File: config.mk
export PLATFORM = sky130hd
export DESIGN_NAME = vc_mux_rr
export DESIGN_NICKNAME = d
export VERILOG_FILES = /design/src/rtl/vc_mux_rr.sv
export SDC_FILE = /design/constraint.sdc
export NUM_CORES = 1
export LEC_CHECK = 0
export CORE_AREA = 5 5 42 44
export CTS_BUF_LIST = sky130_fd_sc_hd__clkbuf_8
export CTS_CLUSTER_DIAMETER = 200
export CTS_CLUSTER_SIZE = 25
export DETAILED_ROUTE_END_ITERATION = 6
export DIE_AREA = 0 0 47 49
export PLACE_DENSITY = 0.59
export SLEW_MARGIN = 0
export SYNTH_ARGS = -nofsm -noshare
export SYNTH_HDL_FRONTEND = slang
export SYNTH_SLANG_ARGS = --single-unit
File: constraint.sdc
create_clock -name clk -period 0.9 [get_ports clk]
set_clock_uncertainty 0.05 [all_clocks]
set_input_delay 0.18 -clock clk [delete_from_list [all_inputs] [get_ports clk]]
set_output_delay 0.18 -clock clk [all_outputs]
set_load 0.005 [all_outputs]
File: src/rtl/vc_mux_rr.sv
// vc_mux_rr: NUM_VC-to-1 virtual-channel mux with registered output; VC_MUX_RR_EN selects round-robin, else fixed priority
module vc_mux_rr #(
  parameter int BITNUMBER = 5,
  parameter int NUM_VC = 2
) (
  input  logic                        clk,
  input  logic                        reset,
  input  logic [NUM_VC-1:0]           valid_vc,
  input  logic [NUM_VC*BITNUMBER-1:0] data_in,
  input  logic                        pause_dest,
  output logic [NUM_VC-1:0]           pop_vc,
  output logic [BITNUMBER-1:0]        data_out_dest,
  output logic                        valid_out_dest
);
  localparam int PW = $clog2(NUM_VC);
  logic [PW-1:0] gnt;
  logic hit;
  logic go;
  int j;
`ifdef VC_MUX_RR_EN
  logic [PW-1:0] rr_ptr;
`endif
  // scan offsets from last to first so the first requester at or after the start point wins
  always_comb begin
    gnt = '0;
    hit = 1'b0;
    j = 0;
    for (int k = NUM_VC - 1; k >= 0; k--) begin
`ifdef VC_MUX_RR_EN
      j = (int'(rr_ptr) + k) % NUM_VC;
`else
      j = k;
`endif
      if (valid_vc[j]) begin
        gnt = PW'(j);
        hit = 1'b1;
      end
    end
  end
  assign go = hit & ~reset & ~pause_dest;
  assign pop_vc = go ? {{(NUM_VC-1){1'b0}}, 1'b1} << gnt : '0;
  // output register: capture granted word, otherwise drop valid and hold data
  always_ff @(posedge clk) begin
    if (reset) begin
      data_out_dest <= '0;
      valid_out_dest <= 1'b0;
    end else begin
      valid_out_dest <= go;
      if (go) data_out_dest <= data_in[int'(gnt)*BITNUMBER +: BITNUMBER];
    end
  end
`ifdef VC_MUX_RR_EN
  // pointer moves just past the granted channel, wrapping after the last one
  always_ff @(posedge clk) begin
    if (reset) rr_ptr <= '0;
    else if (go) rr_ptr <= (int'(gnt) == NUM_VC - 1) ? '0 : gnt + 1'b1;
  end
`endif
endmodule

Yosys cells after proc, flatten, opt, wreduce, memory -nomap -nowiden
Index checks and enable logic that the tools add are counted.

Register bits after elaboration: 6. Input port bits: 15. Word-level logic and storage cells: 13.

$mul: 1. Shift-type cells: 2. Multiplexer cells: 4. Bitwise logic cells: 4.

Operator list (count): variable part select 10 x 5 -> 5 bit (1); multiplier 1 x 3 -> 4 bit, second input constant (1); 2-to-1 mux 1 bit (3); AND 1 bit (2); 2-to-1 mux 2 bit (1); inverter 1 bit (2); left shift 1 x 1 -> 2 bit, first input constant (1).

Longest topological paths before layout
Gate-level depths: netlist of the first run.

Depth in word-level cells: 5. Mapped depth: 3.

Worst setup path after synthesis of the first run
No wires, ideal clock.

Path kind: input to output. Start point: in valid_vc[0]. End point: out pop_vc[1]. Data arrival time: 0.656 ns. Path slack: 0.014 ns. Cell stages on the path: 2. Path buffers: 0. Path through: and2b_1 > nor3b_1.

Longest elaborated chain between the ends: 4.

Ends and longest elaborated chain: start: declaration (line 8) `input logic [NUM_VC-1:0] valid_vc,`; 2-to-1 mux 1 bit (line 34) `if (valid_vc[j]) begin`; AND 1 bit (2 in a row) (line 40) `assign go = hit & ~reset & ~pause_dest;`; 2-to-1 mux 2 bit * (line 41) `assign pop_vc = go ? {{(NUM_VC-1){1'b0}}, 1'b1} << gnt : '0;`; end: declaration (line 11) `output logic [NUM_VC-1:0] pop_vc,`.

Every way passes the cells marked *; elsewhere a longest branch is shown, timed or not.

Worst setup path in the final report of the first run
Ends and elaborated chain as after synthesis.

==> impl_metrics.tcl, run 1 <==
set metrics [dict create \
    seqPwrFrac 0.335 \
    drtIter0Drc 8 \
    portBuffers 22 \
    maxCapViolations 0 \
    instances_no_fill 76 \
    p_sw_mw 0.175 \
    final_cell_mix "clkdlybuf4s50_1, buf_2, buf_4" \
    clock_sink_count 6 \
    crit_cells 4 \
    r2r_slack_ns 0.06 \
    crit_arrival_ns 0.73 \
    pwr_density_cell_mw_per_mm2 1390 \
    netlist_area_sq_um 294 \
    dp_hpwl_microns 699 \
    die-area_sq_mm 0.00230 \
    syn_to_final_growth_pct 113 \
    hp-class "in2reg" \
    cp-endpoint "pop_vc[1]" \
    power_mw 0.873 \
    fp.coreArea_sq_mm 0.00140 \
    io-pin-count 23 \
    drcViolationCount 0 \
    syn_avg_cell_area_sq_um 11.3 \
    grt_pass1_wl_microns 1380 \
    final-setup-viol-count 1 \
    slowest_stage "and2b_1" \
    r2r-end "data_out_dest[3]" \
    avgViaCountPerCell 4.37 \
    synth-seq-cells 6 \
    critPathMaxFanout 3 \
    cts_root_buf "clkbuf_8" \
    combPwrFrac 0.216 \
    criticalPathCategory "in2out" \
    final.setup.worst_slack_ns -0.0572 \
    grt_pass1_vias 321 \
    wl_per_cell_microns 12.4 \
    start_kind "input port" \
    status "finished, violations left" \
    worst_r2r_path_depth 2 \
    grt_max_degree 7 \
    antenna_found_initial 0 \
    switching_share 0.201 \
    dieHeight_microns 49 \
    nFillCells 134 \
    p_int_mw 0.697 \
    cts.htree.levels 1 \
    clock.fmax_ghz 1.04 \
    cts.path.max_buffers 2 \
    p_leak_nw 0.277 \
    grt.total_usage 0.0862 \
    syn_nets 41 \
    synth.distinct_cells 9 \
    p_clk_frac 0.449 \
    dp.cells 73 \
    finalNetCount 77 \
    finalCriticalPeriod_ns 0.957 \
    totalWireLength_microns 939 \
    cts_hold_repair.buffers 0 \
    antenna_cells 0 \
    cp.required_ns 0.67 \
    path_cells "buf_6 -> and2b_1 -> nor3b_2 -> buf_2" \
    globalplace.congestion 0.632 \
    relSlewSlack 0.882 \
    critPathTopFamily "simple AND/OR/NAND/NOR gates" \
    violations "setup timing" \
    grt_setup_unrepaired "true" \
    finalMaxSlewViolations 0 \
    cts_buffers 3 \
    tightest_slew_ns 0.176 \
    yosys_warnings 0 \
    finalCritPeriodShare 1.06 \
    hold_viol 0 \
    drive_gt1_frac 0.600 \
    synthCells 26 \
    timing.setup.tns_ns -0.0572 \
    die_w_microns 47 \
    path_buf_inv 2 \
    crit_path_start "valid_vc[0]" \
    clock_latency_ns 0.22 \
    firstDrtPassIters 4 \
    worstSetupEndpointType "primary output" \
    ys_seq_area_frac 0.409 \
    cts_tree "yes" \
    timing.rr.start "data_out_dest[3]" \
    initial_core_util 0.210 \
    final_util 0.447 \
    rows 14 \
    clk_pin_slew_worst_paths_ns 0.04 \
    slowest_delay_ns 0.19 \
    vias 332 \
    ir_worst_vdd_uv 793 \
    ant_nets 0 \
    grt_overflow 0 \
]
[cells in the mapped netlist, drive strengths merged]
cell	instances	area share
nor3	1	0.055
mux2i	5	0.17
nor2	1	0.021
nand2b	1	0.021
a22oi	5	0.13
dfxtp	6	0.41
and2b	1	0.026
or2b	4	0.12
nor3b	2	0.051
[through the flow]
stage | area, sq um | setup WS (ns) | hold WS, ns
2_1_floorplan | 294 | 0.0140 | 0.232
3_5_place_dp | 602 | -0.867 | 0.414
6_report | 627 | -0.0572 | 0.333
4_1_cts | 617 | -0.0563 | 0.341
3_3_place_gp | 602 | -0.864 | 0.410
5_1_grt | 627 | -0.0878 | 0.356
[per-layer routing]
metal  global-route usage  vias up  wire [microns]
li1                     -      166               -
met1               0.0953      154             369
met2                0.129       10             507
met3               0.0258        2              57
met4               0.0691        0               5
met5                    0        -               0
[cell families (layout without fill, tap and decap cells)]
logic type / Yosys count / after routing / synth area share
DFF: 6 / 6 / 0.409
muxes: 5 / 5 / 0.170
and+or+nand+nor: 10 / 10 / 0.294
AOI/OAI and AO/OA: 5 / 5 / 0.128
buffers and inverters: 0 / 34 / 0
[worst min path at each step]
| stage | start | cells after the start | to | slack, ns |
|---|---|---|---|---|
| after floorplan | reset | 1 | valid_out_dest | 0.23 |
| after global placement | data_out_dest[0] | 2 | data_out_dest[0] | 0.41 |
| after detailed placement | data_out_dest[0] | 2 | data_out_dest[0] | 0.41 |
| after CTS | valid_vc[0] | 4 | data_out_dest[0] | 0.34 |
| after global routing | reset | 4 | data_out_dest[1] | 0.36 |
| final | reset | 4 | data_out_dest[0] | 0.33 |
[registers in the layout (all words and copies together), names as in the netlist]
signal	cells
valid_out_dest	1
data_out_dest	5
[cell type report]
| type | instances | area, sq um | area share |
|---|---|---|---|
| flip-flops and latches | 6 | 125 | 0.200 |
| repair buffers | 31 | 251 | 0.401 |
| multi-input cells | 20 | 189 | 0.301 |
| well taps | 16 | 20.0 | 0.0319 |
| clock buffers | 3 | 41.3 | 0.0659 |
[power groups by stage]
stage / logic [mW] / clock network, mW / registers (mW)
after global routing: 0.204 / 0.418 / 0.295
after detailed placement: 0.200 / 0 / 0.295
after floorplan: 0.0484 / 0 / 0.297
final: 0.189 / 0.392 / 0.292
after global placement: 0.199 / 0 / 0.295
after CTS: 0.186 / 0.411 / 0.293
[tightest hold or removal path, cell delays in order]
cell      delay (ns)
buf_4           0.11
buf_6           0.12
nand2b_1        0.10
mux2i_1         0.05
[repair_timing]
| action | in CTS | in global routing |
|---|---|---|
| setup buffers | 0 | 0 |
| gates cloned | 0 | 0 |
| resized for setup | 58 | 3 |
| endpoints found under the setup margin | 14 | 7 |
| pin swaps | 2 | 2 |
No activity file was read; power rests on OpenSTA's default activity.
==> run 2, diff against run 1 <==
Settings changed: CTS_CLUSTER_DIAMETER 200 to unset.
==> results of run 2 <==
The final DEF is identical to that of run 1; final timing and power are the same.
